===== src/rtl/riscv_defs.sv =====
// Shared RV32I control encodings: opcodes, datapath select codes and the
// multicycle controller state encoding. alu_decoder reuses the ALUOp values.
package riscv_defs;

  localparam logic [6:0] OP_LW   = 7'b0000011;
  localparam logic [6:0] OP_SW   = 7'b0100011;
  localparam logic [6:0] OP_R    = 7'b0110011;
  localparam logic [6:0] OP_I    = 7'b0010011;
  localparam logic [6:0] OP_BEQ  = 7'b1100011;
  localparam logic [6:0] OP_JAL  = 7'b1101111;

  localparam logic [1:0] ALUOP_ADD   = 2'b00;
  localparam logic [1:0] ALUOP_SUB   = 2'b01;
  localparam logic [1:0] ALUOP_FUNCT = 2'b10;

  localparam logic [1:0] SRCA_PC    = 2'b00;
  localparam logic [1:0] SRCA_OLDPC = 2'b01;
  localparam logic [1:0] SRCA_RS1   = 2'b10;

  localparam logic [1:0] SRCB_RS2  = 2'b00;
  localparam logic [1:0] SRCB_IMM  = 2'b01;
  localparam logic [1:0] SRCB_FOUR = 2'b10;

  localparam logic [1:0] RES_ALUOUT = 2'b00;
  localparam logic [1:0] RES_DATA   = 2'b01;
  localparam logic [1:0] RES_ALURES = 2'b10;

  typedef enum logic [3:0] {
    S_FETCH    = 4'd0,
    S_DECODE   = 4'd1,
    S_MEMADR   = 4'd2,
    S_MEMREAD  = 4'd3,
    S_MEMWB    = 4'd4,
    S_MEMWRITE = 4'd5,
    S_EXECUTER = 4'd6,
    S_EXECUTEI = 4'd7,
    S_JAL      = 4'd8,
    S_ALUWB    = 4'd9,
    S_BEQ      = 4'd10
  } state_e;

endpackage


===== src/rtl/main_fsm.sv =====
// Multicycle RV32I control FSM (lw, sw, R, I-ALU, beq, jal): sequences
// fetch/decode/execute/writeback and counts retired instructions.
module main_fsm
  import riscv_defs::*;
#(
  parameter int CNT_W = 32
) (
  input  logic             clk,
  input  logic             rst,
  input  logic [6:0]       op,
  input  logic             zero,
  input  logic             mem_ready,
  output logic [1:0]       ALUOp,
  output logic [1:0]       ALUSrcA,
  output logic [1:0]       ALUSrcB,
  output logic [1:0]       ResultSrc,
  output logic             AdrSrc,
  output logic             IRWrite,
  output logic             RegWrite,
  output logic             MemWrite,
  output logic             pc_write,
  output logic             illegal_op,
  output logic [CNT_W-1:0] retired,
  output logic [3:0]       dbg_state
);

  // Handshake: mem_ready is a single-cycle "access completes now" strobe,
  // honoured only in FETCH, MEMREAD and MEMWRITE; elsewhere it is ignored.
  state_e           state_q, state_d;
  logic [CNT_W-1:0] retired_q, retired_d;
  logic             pc_update, branch, retire;

  always_ff @(posedge clk) begin
    if (rst) begin
      state_q   <= S_FETCH;
      retired_q <= '0;
    end else begin
      state_q   <= state_d;
      retired_q <= retired_d;
    end
  end

  always_comb begin
    state_d    = state_q;
    ALUOp      = ALUOP_ADD;
    ALUSrcA    = SRCA_PC;
    ALUSrcB    = SRCB_RS2;
    ResultSrc  = RES_ALUOUT;
    AdrSrc     = 1'b0;
    IRWrite    = 1'b0;
    RegWrite   = 1'b0;
    MemWrite   = 1'b0;
    illegal_op = 1'b0;
    pc_update  = 1'b0;
    branch     = 1'b0;
    retire     = 1'b0;

    case (state_q)
      S_FETCH: begin
        ALUSrcB   = SRCB_FOUR;
        ResultSrc = RES_ALURES;
        IRWrite   = mem_ready;
        pc_update = mem_ready;
        if (mem_ready) state_d = S_DECODE;
      end
      S_DECODE: begin
        ALUSrcA = SRCA_OLDPC;
        ALUSrcB = SRCB_IMM;
        case (op)
          OP_LW, OP_SW: state_d = S_MEMADR;
          OP_R:         state_d = S_EXECUTER;
          OP_I:         state_d = S_EXECUTEI;
          OP_BEQ:       state_d = S_BEQ;
          OP_JAL:       state_d = S_JAL;
          default: begin
            illegal_op = 1'b1;
            state_d    = S_FETCH;
          end
        endcase
      end
      S_MEMADR: begin
        ALUSrcA = SRCA_RS1;
        ALUSrcB = SRCB_IMM;
        state_d = (op == OP_SW) ? S_MEMWRITE : S_MEMREAD;
      end
      S_MEMREAD: begin
        AdrSrc = 1'b1;
        if (mem_ready) state_d = S_MEMWB;
      end
      S_MEMWB: begin
        ResultSrc = RES_DATA;
        RegWrite  = 1'b1;
        retire    = 1'b1;
        state_d   = S_FETCH;
      end
      S_MEMWRITE: begin
        // The write strobe stays up for the whole wait so the memory sees a stable request.
        AdrSrc   = 1'b1;
        MemWrite = 1'b1;
        if (mem_ready) begin
          retire  = 1'b1;
          state_d = S_FETCH;
        end
      end
      S_EXECUTER: begin
        ALUSrcA = SRCA_RS1;
        ALUOp   = ALUOP_FUNCT;
        state_d = S_ALUWB;
      end
      S_EXECUTEI: begin
        ALUSrcA = SRCA_RS1;
        ALUSrcB = SRCB_IMM;
        ALUOp   = ALUOP_FUNCT;
        state_d = S_ALUWB;
      end
      S_JAL: begin
        ALUSrcA   = SRCA_OLDPC;
        ALUSrcB   = SRCB_FOUR;
        pc_update = 1'b1;
        state_d   = S_ALUWB;
      end
      S_ALUWB: begin
        RegWrite = 1'b1;
        retire   = 1'b1;
        state_d  = S_FETCH;
      end
      S_BEQ: begin
        ALUSrcA = SRCA_RS1;
        ALUOp   = ALUOP_SUB;
        branch  = 1'b1;
        retire  = 1'b1;
        state_d = S_FETCH;
      end
      default: state_d = S_FETCH;
    endcase

    pc_write = pc_update | (branch & zero);

    // Reset presents FETCH selects with every enable held low, whatever the current state.
    if (rst) begin
      state_d    = S_FETCH;
      ALUOp      = ALUOP_ADD;
      ALUSrcA    = SRCA_PC;
      ALUSrcB    = SRCB_FOUR;
      ResultSrc  = RES_ALURES;
      AdrSrc     = 1'b0;
      IRWrite    = 1'b0;
      RegWrite   = 1'b0;
      MemWrite   = 1'b0;
      pc_write   = 1'b0;
      illegal_op = 1'b0;
      retire     = 1'b0;
    end

    retired_d = retire ? retired_q + CNT_W'(1) : retired_q;
  end

  assign retired   = retired_q;
  assign dbg_state = state_q;

endmodule


===== config.mk =====
export PLATFORM = sky130hd
export DESIGN_NAME = main_fsm
export DESIGN_NICKNAME = d
export VERILOG_FILES = /design/src/rtl/riscv_defs.sv /design/src/rtl/main_fsm.sv
export SDC_FILE = /design/constraint.sdc
export NUM_CORES = 1
export LEC_CHECK = 0
export ABC_AREA = 1
export ABC_CLOCK_PERIOD_IN_PS = 1550
export CAP_MARGIN = 10
export CORE_UTILIZATION = 50
export DETAILED_ROUTE_END_ITERATION = 16
export GPL_TIMING_DRIVEN = 0
export PLACE_DENSITY_LB_ADDON = 0.3
export SKIP_LAST_GASP = 1
export SYNTH_ARGS = -nofsm -noshare
export SYNTH_HDL_FRONTEND = slang
export SYNTH_SLANG_ARGS = --single-unit

===== constraint.sdc =====
create_clock -name clk -period 1.55 [get_ports clk]
set_input_delay 0.31 -clock clk [delete_from_list [all_inputs] [get_ports clk]]
set_output_delay 0.31 -clock clk [all_outputs]
set_load 0.05 [all_outputs]

==> flow_metrics.env, run 1 <==
export IMPL_run_status="finished, violations left"
export IMPL_failed_checks="negative setup slack"
export IMPL_fill_cells=326
export IMPL_clock_latency_ns=0.32
export IMPL_yosys_warnings=0
export IMPL_core_mm2=0.004755
export IMPL_final_setup_worst_slack_ns=-0.3178
export IMPL_cp_end_kind="output pin"
export IMPL_critPathRequiredTime_ns=1.24
export IMPL_start_kind="register"
export IMPL_die_w_um=72.46
export IMPL_maxCapViolations=0
export IMPL_ys_types=31
export IMPL_globalRouteOverflowTotal=0
export IMPL_dp_cells=556
export IMPL_path_class="reg -> out"
export IMPL_firstDrtPassIters=5
export IMPL_io_buffers=60
export IMPL_final_core_util_pct=80.24
export IMPL_async_reset_ff_share_pct=0
export IMPL_root_buffer="clkbuf_8"
export IMPL_synth_area_mm2=0.002482
export IMPL_synthToLayoutAreaGrowth_pct=53.68
export IMPL_fin_skew_ns=0.02723
export IMPL_worst_pin_slew_ns=0.5024
export IMPL_fin_nets=527
export IMPL_cts_htree_levels=2
export IMPL_powerDensity_mw_per_mm2=545.4
export IMPL_synth_area_per_cell_um2=5.786
export IMPL_die_area_mm2=0.005250
export IMPL_synth_nets=441
export IMPL_p_leak_nw=1.628
export IMPL_route_detailed_drc=0
export IMPL_fin_cells=583
export IMPL_synth_flop_cell="dfxtp_1"
export IMPL_dr_total_vias=3242
export IMPL_rrSetupSlack_ns=-0.22
export IMPL_hold_class="in -> reg"
export IMPL_wl_per_cell_um=15.81
export IMPL_max_slew_margin_rel_pct=66.64
export IMPL_synth_seq_cells=36
export IMPL_clock_path_buffers=2
export IMPL_synthTopCellsByCount="nand2_1 (155), nor2_1 (84), inv_1 (41)"
export IMPL_hold_viol=0
export IMPL_synthTopCellsByArea="dfxtp_1 (29%), nand2_1 (23%), nor2_1 (13%)"
export IMPL_synth_cells=429
export IMPL_synth_most_common_cell="nand2_1"
export IMPL_diodes=0
export IMPL_ir_drop_mv=0.4018
export IMPL_min_period_over_period_pct=120.5
export IMPL_floorplan_initialDensity_pct=52.21
export IMPL_pin_count=61
export IMPL_cts_sinks=36
export IMPL_dpl_instance_area_mm2=0.003328
export IMPL_dpl_hpwl_um=5348
export IMPL_die_height_um=72.46
export IMPL_vias_per_cell=5.561
export IMPL_synth_enable_flop_cells=0
export IMPL_rsz0062_at_grt="yes"
export IMPL_setup_viol=47
export IMPL_arrival_ns=1.56
export IMPL_seq_area_frac_synth_pct=29.03
export IMPL_num_rows=25
export IMPL_routed_wirelength_um=9217
export IMPL_slew_viol_final=0
export IMPL_stdcell_area_mm2=0.003815
export IMPL_synth_top_area_share_pct=29.03
export IMPL_grt_pass1_wl_um=12880
export IMPL_worstPathMaxFanout=5
export IMPL_cts_tree="yes"
export IMPL_drive_above_1_share_pct=30.62
export IMPL_fmax_ghz=0.5354
export IMPL_final_antenna_net_count=0
export IMPL_cts_clk_slew_worst_paths_ns=0.10
export IMPL_drt_iter0_drc=286
export IMPL_antenna_found_initial=0
export IMPL_yosys_area_top_type="dfxtp_1"
export IMPL_gp_congestion=1.016
export IMPL_grt_max_degree=12
export IMPL_gr_usage_all_layers_pct=31.48
export IMPL_cts_buffers=5
export IMPL_period_minus_slack_ns=1.868
export IMPL_grt_pass1_vias=2842
[worst paths after layout]
| check | from | endpoint | depth (start not counted) |
|---|---|---|---|
| min reg2reg | retired[5] | retired[5] | 2 |
| max | dbg_state[2] | illegal_op | 6 |
| max reg2reg | dbg_state[3] | retired[19] | 12 |
| min | op[2] | dbg_state[3] | 5 |
[critical path, stage by stage (launching register included)]
cell	delay [ns]
dfxtp_4	0.38
nor2_4	0.16
inv_4	0.08
nor2_4	0.20
inv_4	0.08
nor4_4	0.15
buf_6	0.19
[logic make-up after synthesis]
| group | after synthesis | share of synthesized area (%) |
|---|---|---|
| and+or+nand+nor | 284 | 47.83 |
| buffers and inverters | 53 | 9.123 |
| AOI/OAI and AO/OA | 44 | 9.627 |
| DFF | 36 | 29.03 |
| xor gates and xnor gates | 11 | 3.881 |
| adders and majority gates | 1 | 0.5040 |
[flip-flops by register name (all words and copies together) (netlist names)]
register and cells:
dbg_state 4, retired 32
[area by class of cell]
| type | instances | area, µm² | share of cell area [%] |
|---|---|---|---|
| multi-input cells | 340 | 1854 | 48.61 |
| flip-flops and latches | 36 | 765.7 | 20.07 |
| repair buffers | 79 | 743.2 | 19.48 |
| inverters | 44 | 180.2 | 4.723 |
| clock buffers | 8 | 100.1 | 2.624 |
| plain buffers | 9 | 87.58 | 2.296 |
| well taps | 67 | 83.83 | 2.197 |
[per-stage QoR]
| stage | hold WS, ns | worst slack [ns] | TNS (ns) | power, W |
|---|---|---|---|---|
| after floorplan | 0.4784 | -0.08846 | -0.2589 | 0.001119 |
| after global placement | 0.4862 | -1.581 | -33.71 | 0.001205 |
| after detailed placement | 0.4889 | -1.590 | -34.67 | 0.001208 |
| after CTS | 0.4928 | -0.2685 | -2.013 | 0.001993 |
| after global routing | 0.4833 | -0.3551 | -9.343 | 0.002114 |
| final | 0.4648 | -0.3178 | -7.373 | 0.002081 |
[layer usage]
layer  wire length [µm]  part of all wire (%)  track usage (%)  vias to the layer above
met1               3418                    37            37.65                     1440
li1                   -                     -                -                     1506
met3                961                    10            7.500                       61
met5                  0                     0                0                        -
met2               4351                    47            52.65                      235
met4                485                   5.3            15.69                        0
[placed cells by master (no fill, tap or decap), types with 9 or more instances in the layout]
cell	instances
nand2_1	146
nor2_1	63
inv_1	31
a21oi_1	27
nand3_1	22
buf_4	18
dfxtp_2	18
nor2_4	17
buf_6	17
dlygate4sd2_1	17
dfxtp_1	12
nor2_2	10
xor2_1	10
clkbuf_8	9
inv_2	9
[power by group]
part           leakage, nW  switching [W]  internal (W)
combinational         1.27       0.000224      0.000129
sequential           0.304      0.0000137      0.000920
clock               0.0515       0.000386      0.000407
total                 1.63       0.000624       0.00146
[what timing repair did]
| action | CTS | global route |
|---|---|---|
| setup endpoints to repair | 75 | 59 |
| hold buffers | 0 | 0 |
| resized for setup | 197 | 54 |
| gates cloned | 2 | 0 |
| buffers inserted | 10 | 7 |
| pin swaps | 6 | 12 |
Power figures use the tool's default switching activity.
==> inputs of run 2 (changes only) <==
--- a/config.mk
+++ b/config.mk
@@ -6,13 +6,13 @@
 export NUM_CORES = 1
 export LEC_CHECK = 0
 export ABC_AREA = 1
-export ABC_CLOCK_PERIOD_IN_PS = 1550
 export CAP_MARGIN = 10
 export CORE_UTILIZATION = 50
 export DETAILED_ROUTE_END_ITERATION = 16
 export GPL_TIMING_DRIVEN = 0
 export PLACE_DENSITY_LB_ADDON = 0.3
 export SKIP_LAST_GASP = 1
+export SLEW_MARGIN = 20
 export SYNTH_ARGS = -nofsm -noshare
 export SYNTH_HDL_FRONTEND = slang
 export SYNTH_SLANG_ARGS = --single-unit
==> results of run 2 <==
Final layout, timing and power as in run 1 (identical DEF).
